==> src/rtl/xbee_cmd_rx.sv <==
// xbee_cmd_rx: XBee UART (8N1) receiver plus two-byte command packet parser.
// A packet is a header byte ('M' motor / 'S' servo) followed by a duty value.
// Each completed packet produces a 9-bit {kind, value} word with a one-cycle
// data_ready strobe. Framing problems and packet sync problems are reported
// as one-cycle pulses aligned with where data_ready would have appeared.
module xbee_cmd_rx #(
    parameter int          CLK_FREQ     = 50_000_000,
    parameter int          BAUD         = 9600,
    parameter int          CLKS_PER_BIT = CLK_FREQ / BAUD,
    parameter int          TIMEOUT_CLKS = 20 * CLKS_PER_BIT,
    parameter logic [7:0]  HDR_MOTOR    = 8'h4D,
    parameter logic [7:0]  HDR_SERVO    = 8'h53
) (
    input  logic       clk,
    input  logic       rst_n,
    input  logic       rx,
    output logic [8:0] data,
    output logic       data_ready,
    output logic       frame_err,
    output logic       sync_err
);

    localparam int CW = $clog2(CLKS_PER_BIT);
    localparam int TW = $clog2(TIMEOUT_CLKS + 1);

    localparam logic [CW-1:0] HALF_LAST = CW'(CLKS_PER_BIT / 2 - 1);
    localparam logic [CW-1:0] BIT_LAST  = CW'(CLKS_PER_BIT - 1);
    localparam logic [TW-1:0] TMO_LAST  = TW'(TIMEOUT_CLKS - 1);

    typedef enum logic [2:0] {
        IDLE  = 3'd0,
        START = 3'd1,
        DATA  = 3'd2,
        STOP  = 3'd3,
        BREAK = 3'd4
    } uart_state_t;

    typedef enum logic {
        P_HDR = 1'b0,
        P_VAL = 1'b1
    } parse_state_t;

    // ------------------------------------------------------------------
    // Input synchroniser
    // ------------------------------------------------------------------
    logic rx_m;
    logic rx_s;

    // Two-flop synchroniser; resets to the idle (high) line level
    always_ff @(posedge clk) begin
        if (!rst_n) begin
            rx_m <= 1'b1;
            rx_s <= 1'b1;
        end else begin
            rx_m <= rx;
            rx_s <= rx_m;
        end
    end

    // ------------------------------------------------------------------
    // UART receive FSM
    // ------------------------------------------------------------------
    uart_state_t     u_state;
    uart_state_t     u_state_nx;
    logic [CW-1:0]   cnt;
    logic [2:0]      bit_idx;
    logic [7:0]      shreg;

    logic half_tick;
    logic bit_tick;
    logic sample_bit;
    logic byte_valid;
    logic stop_low;
    logic cnt_run;

    assign half_tick = (cnt == HALF_LAST);
    assign bit_tick  = (cnt == BIT_LAST);

    // UART state register
    always_ff @(posedge clk) begin
        if (!rst_n) u_state <= IDLE;
        else        u_state <= u_state_nx;
    end

    // UART next-state: start detect, mid-start recheck, 8 data bits, stop check
    always_comb begin
        u_state_nx = u_state;
        case (u_state)
            IDLE:  if (!rx_s)                     u_state_nx = START;
            START: if (half_tick)                 u_state_nx = rx_s ? IDLE : DATA;
            DATA:  if (bit_tick && bit_idx == 3'd7) u_state_nx = STOP;
            STOP:  if (bit_tick)                  u_state_nx = rx_s ? IDLE : BREAK;
            BREAK: if (rx_s)                      u_state_nx = IDLE;
            default:                              u_state_nx = IDLE;
        endcase
    end

    // UART outputs: sample strobes, byte completion and framing error
    always_comb begin
        sample_bit = 1'b0;
        byte_valid = 1'b0;
        stop_low   = 1'b0;
        cnt_run    = 1'b0;
        case (u_state)
            START: cnt_run = (u_state_nx == START);
            DATA: begin
                sample_bit = bit_tick;
                cnt_run    = !bit_tick;
            end
            STOP: begin
                byte_valid = bit_tick && rx_s;
                stop_low   = bit_tick && !rx_s;
                cnt_run    = !bit_tick;
            end
            default: ;
        endcase
    end

    // Bit timing counter, bit index and LSB-first shift register
    always_ff @(posedge clk) begin
        if (!rst_n) begin
            cnt     <= '0;
            bit_idx <= '0;
            shreg   <= '0;
        end else begin
            cnt <= cnt_run ? cnt + 1'b1 : '0;
            if (u_state == START)
                bit_idx <= '0;
            else if (sample_bit)
                bit_idx <= bit_idx + 1'b1;
            if (sample_bit)
                shreg <= {rx_s, shreg[7:1]};
        end
    end

    // ------------------------------------------------------------------
    // Packet parser FSM
    // ------------------------------------------------------------------
    parse_state_t    p_state;
    parse_state_t    p_state_nx;
    logic [TW-1:0]   tcnt;
    logic            kind;

    logic hdr_motor;
    logic hdr_servo;
    logic hdr_hit;
    logic hdr_bad;
    logic val_take;
    logic tmo_hit;

    // Parser state register
    always_ff @(posedge clk) begin
        if (!rst_n) p_state <= P_HDR;
        else        p_state <= p_state_nx;
    end

    // Parser next-state: header opens a packet; value, framing error or timeout closes it
    always_comb begin
        p_state_nx = p_state;
        case (p_state)
            P_HDR:   if (hdr_hit)                          p_state_nx = P_VAL;
            P_VAL:   if (byte_valid || stop_low || tmo_hit) p_state_nx = P_HDR;
            default:                                       p_state_nx = P_HDR;
        endcase
    end

    // Parser decode; a completing byte always beats the timeout in the same cycle
    always_comb begin
        hdr_motor = byte_valid && (shreg == HDR_MOTOR);
        hdr_servo = byte_valid && (shreg == HDR_SERVO);
        hdr_hit   = (p_state == P_HDR) && (hdr_motor || hdr_servo);
        hdr_bad   = (p_state == P_HDR) && byte_valid && !(hdr_motor || hdr_servo);
        val_take  = (p_state == P_VAL) && byte_valid;
        tmo_hit   = (p_state == P_VAL) && !byte_valid && !stop_low && (tcnt == TMO_LAST);
    end

    // Registered strobes, held command word, packet kind and value-gap timer
    always_ff @(posedge clk) begin
        if (!rst_n) begin
            data       <= '0;
            data_ready <= 1'b0;
            frame_err  <= 1'b0;
            sync_err   <= 1'b0;
            kind       <= 1'b0;
            tcnt       <= '0;
        end else begin
            data_ready <= val_take;
            frame_err  <= stop_low;
            sync_err   <= hdr_bad || tmo_hit;
            if (val_take)
                data <= {kind, shreg};
            if (hdr_hit)
                kind <= hdr_servo;
            // Timer is zero in P_HDR, so it starts from zero on every packet
            if (p_state == P_VAL && p_state_nx == P_VAL)
                tcnt <= tcnt + 1'b1;
            else
                tcnt <= '0;
        end
    end

endmodule

==> config.mk <==
export PLATFORM = sky130hd
export DESIGN_NAME = xbee_cmd_rx
export DESIGN_NICKNAME = d
export VERILOG_FILES = /design/src/rtl/xbee_cmd_rx.sv
export SDC_FILE = /design/constraint.sdc
export NUM_CORES = 1
export LEC_CHECK = 0
export CORE_MARGIN = 1
export CORE_UTILIZATION = 55
export CTS_BUF_LIST = sky130_fd_sc_hd__clkbuf_8 sky130_fd_sc_hd__clkbuf_16
export DETAILED_ROUTE_END_ITERATION = 8
export HOLD_SLACK_MARGIN = 0.02
export PLACE_DENSITY = 0.83
export SLEW_MARGIN = 40
export SYNTH_ARGS = -nofsm -noshare
export SYNTH_HDL_FRONTEND = slang
export SYNTH_SLANG_ARGS = --single-unit
==> constraint.sdc <==
create_clock -name clk -period 3.1 [get_ports clk]
set_input_delay 0.31 -clock clk [delete_from_list [all_inputs] [get_ports clk]]
set_output_delay 0.31 -clock clk [all_outputs]
set_load 0.02 [all_outputs]
Yosys cells after proc, flatten, opt, wreduce, memory -nomap -nowiden --
Index checks and enable logic that the tools add are counted.
Word-level totals: register bits 60, input bits 3, output and inout bits 12, logic and storage cells 71
Cells by class: add/subtract/negate cells 3, eq/ne operators 11, multiplexer cells 15, bitwise gates (word level) 2, reduce and logical (&&, ||, !) cells 27
Operator list (count):
- $mux W3 | 6
- $add A17 B1 Y17 const B | 1
- $eq A17 B17 Y1 const B | 1
- $eq A8 B7 Y1 const B | 2
- $pmux W3 S5 | 1
- $add A13 B1 Y13 const B | 1
- $eq A13 B12 Y1 const B | 1
- $eq A13 B13 Y1 const B | 1
- $logic_and A1 B1 Y1 | 13
- $eq A3 B1 Y1 const B | 2
- $eq A3 B2 Y1 const B | 2
- $eq A3 B3 Y1 const B | 2
- $logic_not A1 Y1 | 5
- $mux W1 | 5
- $logic_or A1 B1 Y1 | 4
- $pmux W1 S2 | 2
- $reduce_and A2 Y1 | 2
- $reduce_or A2 Y1 | 2
- $add A3 B1 Y3 const B | 1
- $logic_not A3 Y1 | 1
- $mux W2 | 1
- $not A1 Y1 | 2

Longest topological paths before layout --
Gate-level depths: netlist of the first run.
depth in word-level cells 12, depth in mapped cells 6, mapped depth without buffers 5

Worst setup path before layout of the first run --
No wires, ideal clock.
kind reg-to-reg, start reg tcnt[11], end reg tcnt[10], setup time 0.115 ns, data arrival time 1.542 ns, required time 2.985 ns, setup slack 1.444 ns, stages on the path, launching flop included 6, path buffers 1, clock period less this slack 1.656 ns, cells stage by stage dfxtp_1 or4b_1 nor4_2 nand4b_4 buf_6 nor2_1
On the way: word-level cells in the longest chain between the ends 7
RTL lines:
- start, declared | RTL line 141 | logic [TW-1:0] tcnt;
- start signal, assigned | RTL line 196 | tcnt <= tcnt + 1'b1;
- $eq A17 B17 Y1 | RTL line 174 | tmo_hit = (p_state == P_VAL) && !byte_valid && !stop_low && (tcnt == TMO_LAST);
- $logic_and A1 B1 Y1 | RTL line 174
- $logic_or A1 B1 Y1 | RTL line 162 | P_VAL: if (byte_valid || stop_low || tmo_hit) p_state_nx = P_HDR;
- $mux W1 | RTL line 162
- $pmux W1 S2 | RTL line 160 | case (p_state)
- $logic_and A1 B1 Y1 | RTL line 195 | if (p_state == P_VAL && p_state_nx == P_VAL)
- $reduce_and A2 Y1 (no source line)
Every way passes these cells. A chain may end at the register's enable or synchronous reset.

Final worst setup path of the first run --
start reg cnt[0], end reg shreg[5]
On the way: word-level cells in the longest chain between the ends 2
RTL lines:
- start, declared | RTL line 65 | logic [CW-1:0] cnt;
- start signal, assigned | RTL line 126 | cnt <= cnt_run ? cnt + 1'b1 : '0;
- $eq A13 B13 Y1 | RTL line 77 | assign bit_tick = (cnt == BIT_LAST);
- $mux W1 | RTL line 104 | case (u_state)
- end signal, assigned | RTL line 132 | shreg <= {rx_s, shreg[7:1]};
- end, declared | RTL line 67 | logic [7:0] shreg;
Every way passes these cells.

==> results of run 1 <==
[cell families after synthesis]
kind of cell,synth area share
AO/OA/AOI/OAI,0.0724
XOR/XNOR,0.0889
adder cells (fa/ha/maj),0.0188
buffers and inverters,0.0334
flip-flops,0.451
multiplexers,0.0376
AND/OR/NAND/NOR,0.298
[synthesized netlist by cell type, drive strengths merged (2+ instances only)]
master	instances
a2bb2oi	2
nor2b	4
xor2	7
ha	4
nor3	9
nor4bb	5
xnor2	20
nor3b	2
a21oi	13
and3	2
dfxtp	60
nand4	22
o21ai	11
buf	5
nand2b	5
and4	3
inv	8
nand3	13
nor2	49
nand2	8
and2	2
nor4b	2
mux2i	10
clkbuf	7
nor4	8
[power breakdown]
part | total [mW] | switching, mW | internal, mW
Sequential | 0.807 | 0.0234 | 0.784
Combinational | 0.0620 | 0.0405 | 0.0215
Clock | 0.920 | 0.307 | 0.613
[final cells by class]
class,instances,area share
clock buffers,9,0.0403
clock inverters,7,0.0452
flip-flops and latches,60,0.391
multi-input cells,214,0.447
inverters,8,0.00978
repair buffers,14,0.0456
well taps,52,0.0212
[worst register-to-register path, stage by stage (launching register included)]
cell and delay, ns:
dfxtp_1 0.37, ha_1 0.26, nor4bb_1 0.33, nand4_1 0.69, mux2i_1 0.37, nor2_1 0.07
[worst paths after layout]
| path | slack [ns] | cells past startpoint | endpoint | startpoint |
|---|---|---|---|---|
| worst max register to register | 0.88 | 5 | shreg[5] | cnt[0] |
| worst min-delay path | 0.42 | 1 | rx_s | rx_m |
| worst max-delay path | 0.88 | 5 | shreg[5] | cnt[0] |
| worst min register to register | 0.42 | 1 | rx_s | rx_m |
[per-stage QoR]
step            util  setup WS, ns  hold slack [ns]
2_1_floorplan      -          1.44            0.386
3_5_place_dp   0.623         0.865            0.402
3_3_place_gp   0.623         0.995            0.388
4_1_cts        0.682         0.861            0.424
5_1_grt        0.682         0.653            0.449
6_report       0.682         0.877            0.417
[metal layers]
metal,global-route usage,share of wire,up-vias
li1,-,-,1077
met5,0,0,-
met2,0.360,0.48,35
met1,0.280,0.46,1001
met3,0.0745,0.043,8
met4,0.109,0.014,0
[state kept, by name, indices dropped and copies added, names as in the netlist]
name        count
bit_idx         3
cnt            13
data            9
data_ready      1
frame_err       1
kind            1
p_state         1
rx_m            1
rx_s            1
shreg           8
sync_err        1
tcnt           17
u_state         3
==> impl_metrics.env, run 1 <==
export IMPL_die_h_microns=71.6
export IMPL_syn_nets=301
export IMPL_cts_root_buffer="clkbuf_8"
export IMPL_ys_async_sr_fraction=0
export IMPL_dp_cells=348
export IMPL_cts_max_level=3
export IMPL_worstSetupStartpointType="register"
export IMPL_hpwl_microns=3550
export IMPL_grt_pass1_vias=1945
export IMPL_cap_viol_max_count=0
export IMPL_multiInputGateArea_sq_um=1370
export IMPL_power_leakage_nw=1.05
export IMPL_cts_hold_fix_buffers=0
export IMPL_antenna_found_initial=0
export IMPL_layout_common_cells="dfxtp_1 (60), nor2_1 (49), nand4_1 (22)"
export IMPL_finalSetupViolations=0
export IMPL_synth_edff_count=0
export IMPL_cts_tree="done"
export IMPL_die_area_sq_um=5120
export IMPL_rsz0062_at_grt="no"
export IMPL_final_common_cell="dfxtp_1"
export IMPL_critPathMaxStageDelay_ns=0.69
export IMPL_yosysSeqAreaShare=0.451
export IMPL_die_w_microns=71.6
export IMPL_synth_top_area_cell="dfxtp_1"
export IMPL_syn_area_per_cell_sq_um=9.05
export IMPL_cts_made_buffers=9
export IMPL_finalCritPeriodShare=0.717
export IMPL_path_clk_slew_ns=0.07
export IMPL_maxSlewViolCount=0
export IMPL_path_buf_inv=0
export IMPL_irDropWorstVdd_v=0.000400
export IMPL_insertedDiodeCount=0
export IMPL_finalHoldViolations=0
export IMPL_drt_vias_per_instance=5.83
export IMPL_criticalPathCategory="reg2reg"
export IMPL_clock_sinks=60
export IMPL_synth_ff_type="dfxtp_1"
export IMPL_post_drt_wl_per_cell_microns=14.4
export IMPL_io_pins=15
export IMPL_synth_top_area_frac=0.451
export IMPL_yosysWarnings=0
export IMPL_ff_latch_area_sq_um=1200
export IMPL_arrival_ns=2.43
export IMPL_power_mw=1.79
export IMPL_p_per_area_nw_per_um2=583
export IMPL_crit_required_ns=3.31
export IMPL_track_usage=0.227
export IMPL_place_gp_congestion=0.804
export IMPL_gr_total_overflow=0
export IMPL_ant_nets=0
export IMPL_status="finished, final reports clean"
export IMPL_nets=314
export IMPL_cts_resized=0
export IMPL_crit_chain="ha_1 -> nor4bb_1 -> nand4_1 -> mux2i_1 -> nor2_1"
export IMPL_syn_to_final_growth_pct=15.4
export IMPL_slew_headroom=0.480
export IMPL_routed_wl_microns=5250
export IMPL_worst_path_max_fanout=11
export IMPL_insertion_delay_ns=0.34
export IMPL_fin_skew_ns=0.00671
export IMPL_fp_row_count=24
export IMPL_via_count=2121
export IMPL_cpLargestDelayFamily="simple AND/OR/NAND/NOR gates"
export IMPL_firstDrtPassIters=4
export IMPL_clock_fmax_mhz=450
export IMPL_initialDrtViolationCount=131
export IMPL_slowest_stage="nand4_1"
export IMPL_final_cells=364
export IMPL_drc_errors=0
export IMPL_setup_tns_ns=0
export IMPL_io_buffer_count=14
export IMPL_syn_cell_area_sq_um=2660
export IMPL_finalInstanceArea_sq_um=3070
export IMPL_cts_buffer_depth=2
export IMPL_n_fill_cell=350
export IMPL_placed_area_sq_um=2810
export IMPL_ys_ff_latch=60
export IMPL_grt_max_degree=22
export IMPL_post_cts_buffers=0
export IMPL_critPathCaptureType="register"
export IMPL_worst_slew_pin_slew_ns=0.778
export IMPL_initial_core_util=0.591
export IMPL_syn_instance_count=294
export IMPL_hold_path_class="reg2reg"
export IMPL_synth_area_top_cells="dfxtp_1 (45%), nor2_1 (6.9%), xnor2_1 (6.6%)"
export IMPL_post_route_min_period_ns=2.22
export IMPL_grt_pass1_wl_microns=8890
export IMPL_core_region_area_sq_um=4500
export IMPL_synth_cell_types=43
export IMPL_layout_drive_gt1_share=0.0705
(Power assumes the default switching activity.)
==> run 2: changes to the inputs <==
--- a/config.mk
+++ b/config.mk
@@ -6,11 +6,11 @@
 export NUM_CORES = 1
 export LEC_CHECK = 0
 export CORE_MARGIN = 1
-export CORE_UTILIZATION = 55
+export CORE_UTILIZATION = 53
 export CTS_BUF_LIST = sky130_fd_sc_hd__clkbuf_8 sky130_fd_sc_hd__clkbuf_16
 export DETAILED_ROUTE_END_ITERATION = 8
 export HOLD_SLACK_MARGIN = 0.02
-export PLACE_DENSITY = 0.83
+export PLACE_DENSITY = 0.84
 export SLEW_MARGIN = 40
 export SYNTH_ARGS = -nofsm -noshare
 export SYNTH_HDL_FRONTEND = slang
==> constraint.sdc (replaced) <==
create_clock -name clk -period 1.81 [get_ports clk]
set_input_delay 0.181 -clock clk [delete_from_list [all_inputs] [get_ports clk]]
set_output_delay 0.181 -clock clk [all_outputs]
set_load 0.02 [all_outputs]
==> impl_metrics.env, run 2 (synthesized netlist as in run 1, its figures left out) <==
export IMPL_top_register="tcnt"
export IMPL_cts_max_level=3
export IMPL_insertion_delay_ns=0.34
export IMPL_cts_made_buffers=9
export IMPL_syn_to_final_growth_pct=19.9
export IMPL_worst_path_max_fanout=13
export IMPL_rsz0062_at_grt="no"
export IMPL_swShare=0.224
export IMPL_post_route_min_period_ns=1.71
export IMPL_criticalPathCategory="reg2reg"
export IMPL_rrSetupSlack_ns=0.1
export IMPL_fin_util=0.667
export IMPL_die_area_sq_um=5310
export IMPL_hpwl_microns=3610
export IMPL_initialDrtViolationCount=204
export IMPL_cts_root_buffer="clkbuf_8"
export IMPL_pwr_share_comb=0.062
export IMPL_maxSlewViolCount=0
export IMPL_n_fill_cell=407
export IMPL_grt_max_degree=21
export IMPL_insertedDiodeCount=0
export IMPL_ant_nets=0
export IMPL_fp_row_count=25
export IMPL_p_switching_uw=625
export IMPL_largest_reg_flops=17
export IMPL_arrival_ns=1.94
export IMPL_path_clk_slew_ns=0.06
export IMPL_pwr_share_clk=0.452
export IMPL_clock_sinks=60
export IMPL_critPathMaxStageDelay_ns=0.52
export IMPL_die_w_microns=72.9
export IMPL_status="finished, final reports clean"
export IMPL_cap_viol_max_count=0
export IMPL_grt_pass1_wl_microns=9010
export IMPL_slowest_stage="or4b_1"
export IMPL_track_usage=0.224
export IMPL_p_per_area_nw_per_um2=875
export IMPL_dp_cells=379
export IMPL_io_buffer_count=14
export IMPL_post_drt_wl_per_cell_microns=13.3
export IMPL_core_region_area_sq_um=4790
export IMPL_cts_buffer_depth=2
export IMPL_gr_total_overflow=0
export IMPL_final_common_cell="dfxtp_1"
export IMPL_nets=332
export IMPL_clock_fmax_mhz=584
export IMPL_placed_area_sq_um=2950
export IMPL_finalCritPeriodShare=0.946
export IMPL_drc_errors=0
export IMPL_setup_tns_ns=0
export IMPL_hold_path_class="in2reg"
export IMPL_layout_common_cells="dfxtp_1 (60), nor2_1 (49), nand4_1 (22)"
export IMPL_irDropWorstVdd_v=0.000755
export IMPL_place_gp_congestion=0.805
export IMPL_grt_pass1_vias=2071
export IMPL_power_internal_mw=2.17
export IMPL_crit_required_ns=2.04
export IMPL_finalSetupViolations=0
export IMPL_via_count=2225
export IMPL_slew_headroom=0.698
export IMPL_cts_tree="done"
export IMPL_routed_wl_microns=5260
export IMPL_io_pins=15
export IMPL_finalInstanceArea_sq_um=3190
export IMPL_initial_core_util=0.556
export IMPL_finalHoldViolations=0
export IMPL_die_h_microns=72.9
export IMPL_cts_hold_fix_buffers=0
export IMPL_power_mw=2.79
export IMPL_worstSetupStartpointType="register"
export IMPL_reg_top3="tcnt x17, cnt x13, data x9"
export IMPL_worst_slew_pin_slew_ns=0.447
export IMPL_drt_vias_per_instance=5.62
export IMPL_crit_chain="or4b_1 -> nor4_2 -> nand4b_4 -> buf_12 -> nor2_1"
export IMPL_p_seq_frac=0.486
export IMPL_firstDrtPassIters=4
export IMPL_final_cells=396
export IMPL_layout_drive_gt1_share=0.122
export IMPL_fin_skew_ns=0.00994
export IMPL_antenna_found_initial=0
export IMPL_power_leakage_nw=1.11
export IMPL_critPathCaptureType="register"
-- run 2: cell types whose count changed in the layout (fill, tap and decap cells not counted), moves of 2 or more --
cell        change
bufinv_16       -2
buf_4          +17
clkinv_2        -2
clkinvlp_4      +2
inv_1           +2
-- run 2: repair_timing --
item / in CTS / in global routing
hold endpoints to repair: 0 / 0
endpoints found under the setup margin: 0 / 26
resized for setup: 0 / 4
setup buffers: 0 / 2
-- run 2: routing by layer --
metal	wire length, microns	track usage	vias to the layer above
met1	2410	0.261	1036
met5	0	0	-
li1	-	-	1116
met4	110	0.144	0
met2	2490	0.357	58
met3	257	0.0691	15
-- run 2: worst max-delay path, delay by kind of cell, from the launching register on --
family | cells | cell delay, ns
flip-flops | 1 | 0.33
buffers and inverters | 1 | 0.15
AND/OR/NAND/NOR | 4 | 1.13
-- run 2: final timing paths --
check                                end    start  cells after the start
worst max register to register  tcnt[11]  tcnt[8]                      5
worst max-delay path            tcnt[11]  tcnt[8]                      5
worst min-delay path                rx_m       rx                      2
worst min register to register      rx_s     rx_m                      1
-- run 2: through the flow --
stage / hold WS [ns] / setup slack, ns
after CTS: 0.378 / 0.0421
final: 0.396 / 0.0982
after detailed placement: 0.400 / 0.0497
after floorplan: 0.282 / 0.154
after global placement: 0.390 / 0.123
after global routing: 0.416 / 0.0130
-- run 2: cell type report --
| type | count | area, sq um | area share |
|---|---|---|---|
| repair buffers | 32 | 288 | 0.0902 |
| clock buffers | 9 | 124 | 0.0388 |
| well taps | 67 | 83.8 | 0.0263 |
| flip-flops and latches | 60 | 1200 | 0.376 |
| inverters | 8 | 30.0 | 0.00941 |
| clock inverters | 6 | 82.6 | 0.0259 |
| multi-input cells | 214 | 1380 | 0.433 |
-- run 2: power by group through the flow --
stage / registers [mW] / clock network, mW / logic [mW]
after floorplan: 1.38 / 0 / 0.111
after global placement: 1.38 / 0 / 0.164
after detailed placement: 1.39 / 0 / 0.169
after CTS: 1.36 / 1.29 / 0.173
after global routing: 1.36 / 1.33 / 0.194
final: 1.36 / 1.26 / 0.174
==> run 3: changes to the inputs <==
--- a/config.mk
+++ b/config.mk
@@ -11,6 +11,7 @@
 export DETAILED_ROUTE_END_ITERATION = 8
 export HOLD_SLACK_MARGIN = 0.02
 export PLACE_DENSITY = 0.84
+export RECOVER_POWER = 50
 export SLEW_MARGIN = 40
 export SYNTH_ARGS = -nofsm -noshare
 export SYNTH_HDL_FRONTEND = slang
==> impl_metrics.env, run 3 (synthesized netlist as in run 1, its figures left out) <==
export IMPL_slew_headroom=0.697
export IMPL_hold_path_class="in2reg"
export IMPL_initialDrtViolationCount=206
export IMPL_worstSetupStartpointType="register"
export IMPL_finalSetupViolations=0
export IMPL_arrival_ns=1.97
export IMPL_fin_ws_ns=0.0714
export IMPL_io_pins=15
export IMPL_criticalPathCategory="reg2reg"
export IMPL_antenna_found_initial=0
export IMPL_status="finished, final reports clean"
export IMPL_finalInstanceArea_sq_um=3180
export IMPL_rsz0062_at_grt="no"
export IMPL_nets=332
export IMPL_p_per_area_nw_per_um2=877
export IMPL_gr_total_overflow=0
export IMPL_track_usage=0.224
export IMPL_slowest_stage="or4b_1"
export IMPL_irDropWorstVdd_v=0.000754
export IMPL_grt_max_degree=21
export IMPL_cts_made_buffers=9
export IMPL_crit_chain="or4b_1 -> nor4_2 -> nand4b_4 -> buf_12 -> nor2_1"
export IMPL_cts_hold_fix_buffers=0
export IMPL_fin_util=0.665
export IMPL_cts_root_buffer="clkbuf_8"
export IMPL_drt_vias_per_instance=5.65
export IMPL_clock_fmax_mhz=575
export IMPL_path_clk_slew_ns=0.06
export IMPL_drc_errors=0
export IMPL_worst_slew_pin_slew_ns=0.449
export IMPL_die_w_microns=72.9
export IMPL_layout_common_cells="dfxtp_1 (60), nor2_1 (49), nand4_1 (22)"
export IMPL_clock_sinks=60
export IMPL_insertion_delay_ns=0.34
export IMPL_setup_tns_ns=0
export IMPL_top_register="tcnt"
export IMPL_routed_wl_microns=5280
export IMPL_largest_reg_flops=17
export IMPL_post_route_min_period_ns=1.74
export IMPL_io_buffer_count=14
export IMPL_cts_max_level=3
export IMPL_grt_pass1_wl_microns=9010
export IMPL_cts_buffer_depth=2
export IMPL_firstDrtPassIters=4
export IMPL_cpLargestDelayFamily="simple AND/OR/NAND/NOR gates"
export IMPL_grt_pass1_vias=2071
export IMPL_pre_cts_ws_ns=0.0497
export IMPL_initial_core_util=0.556
export IMPL_cap_viol_max_count=0
export IMPL_layout_drive_gt1_share=0.116
export IMPL_core_region_area_sq_um=4790
export IMPL_via_count=2238
export IMPL_insertedDiodeCount=0
export IMPL_maxSlewViolCount=0
export IMPL_critPathCaptureType="register"
export IMPL_finalHoldViolations=0
export IMPL_reg_top3="tcnt x17, cnt x13, data x9"
export IMPL_die_area_sq_um=5310
export IMPL_ant_nets=0
export IMPL_power_leakage_nw=1.15
export IMPL_fp_row_count=25
export IMPL_hpwl_microns=3610
export IMPL_crit_required_ns=2.04
export IMPL_path_buf_inv=1
export IMPL_n_fill_cell=410
export IMPL_final_common_cell="dfxtp_1"
export IMPL_placed_area_sq_um=2950
export IMPL_cts_tree="done"
export IMPL_post_drt_wl_per_cell_microns=13.3
export IMPL_worst_path_max_fanout=13
export IMPL_fin_skew_ns=0.00900
export IMPL_critPathMaxStageDelay_ns=0.52
export IMPL_syn_to_final_growth_pct=19.5
export IMPL_finalCritPeriodShare=0.961
export IMPL_die_h_microns=72.9
export IMPL_place_gp_congestion=0.805
==> run 3: cell count changes in the layout (fill, tap and decap cells not counted), sizes merged <==
| cell | previous run | this run |
|---|---|---|
| dlygate4sd3 | 0 | 13 |
| clkbuf | 9 | 12 |
| clkdlybuf4s50 | 14 | 1 |
| buf | 18 | 15 |
==> run 3: final timing paths <==
| kind | slack (ns) | end | start | depth (start not counted) |
|---|---|---|---|---|
| worst min-delay path | 0.40 | rx_m | rx | 2 |
| worst max-delay path | 0.07 | tcnt[4] | tcnt[8] | 5 |
| worst max register to register | 0.07 | tcnt[4] | tcnt[8] | 5 |
| worst min register to register | 0.42 | rx_s | rx_m | 1 |
==> run 3: stage by stage <==
| step | power, mW | instances | hold slack (ns) |
|---|---|---|---|
| after CTS | 2.82 | 394 | 0.378 |
| after global routing | 2.89 | 396 | 0.416 |
| final | 2.79 | 396 | 0.396 |
| after global placement | 1.55 | 379 | 0.390 |
| after detailed placement | 1.56 | 379 | 0.400 |
| after floorplan | 1.49 | 294 | 0.282 |
==> run 3: timing repair <==
item | 4_1_cts | 5_1_grt
buffers inserted | 0 | 2
resized for setup | 0 | 4
endpoints found under the setup margin | 0 | 26
==> run 3: per-layer routing <==
layer  routed length [microns]  track usage  up-vias
met5                         0            0        -
met1                      2380        0.261     1039
li1                          -            -     1113
met2                      2500        0.357       71
met3                       286       0.0691       15
met4                       110        0.144        0
==> run 3: report_power, final <==
group          leakage [nW]  internal (mW)  switching, mW  total (mW)
logic                 0.562         0.0661          0.106       0.172
clock network         0.104          0.756          0.502        1.26
registers             0.484           1.34         0.0144        1.36
total                  1.15           2.17          0.623        2.79
==> run 3: worst reg2reg max path, cell delays in order (launching register included) <==
cell	delay, ns
dfxtp_1	0.33
or4b_1	0.52
nor4_2	0.35
nand4b_4	0.24
buf_12	0.15
nor2_1	0.05
==> run 3: final cells by class <==
| class | instances | area, sq um | area share |
|---|---|---|---|
| multi-input cells | 214 | 1380 | 0.434 |
| clock buffers | 9 | 124 | 0.0389 |
| clock inverters | 6 | 82.6 | 0.0260 |
| well taps | 67 | 83.8 | 0.0264 |
| repair buffers | 32 | 278 | 0.0873 |
| inverters | 8 | 30.0 | 0.00944 |
| flip-flops and latches | 60 | 1200 | 0.378 |
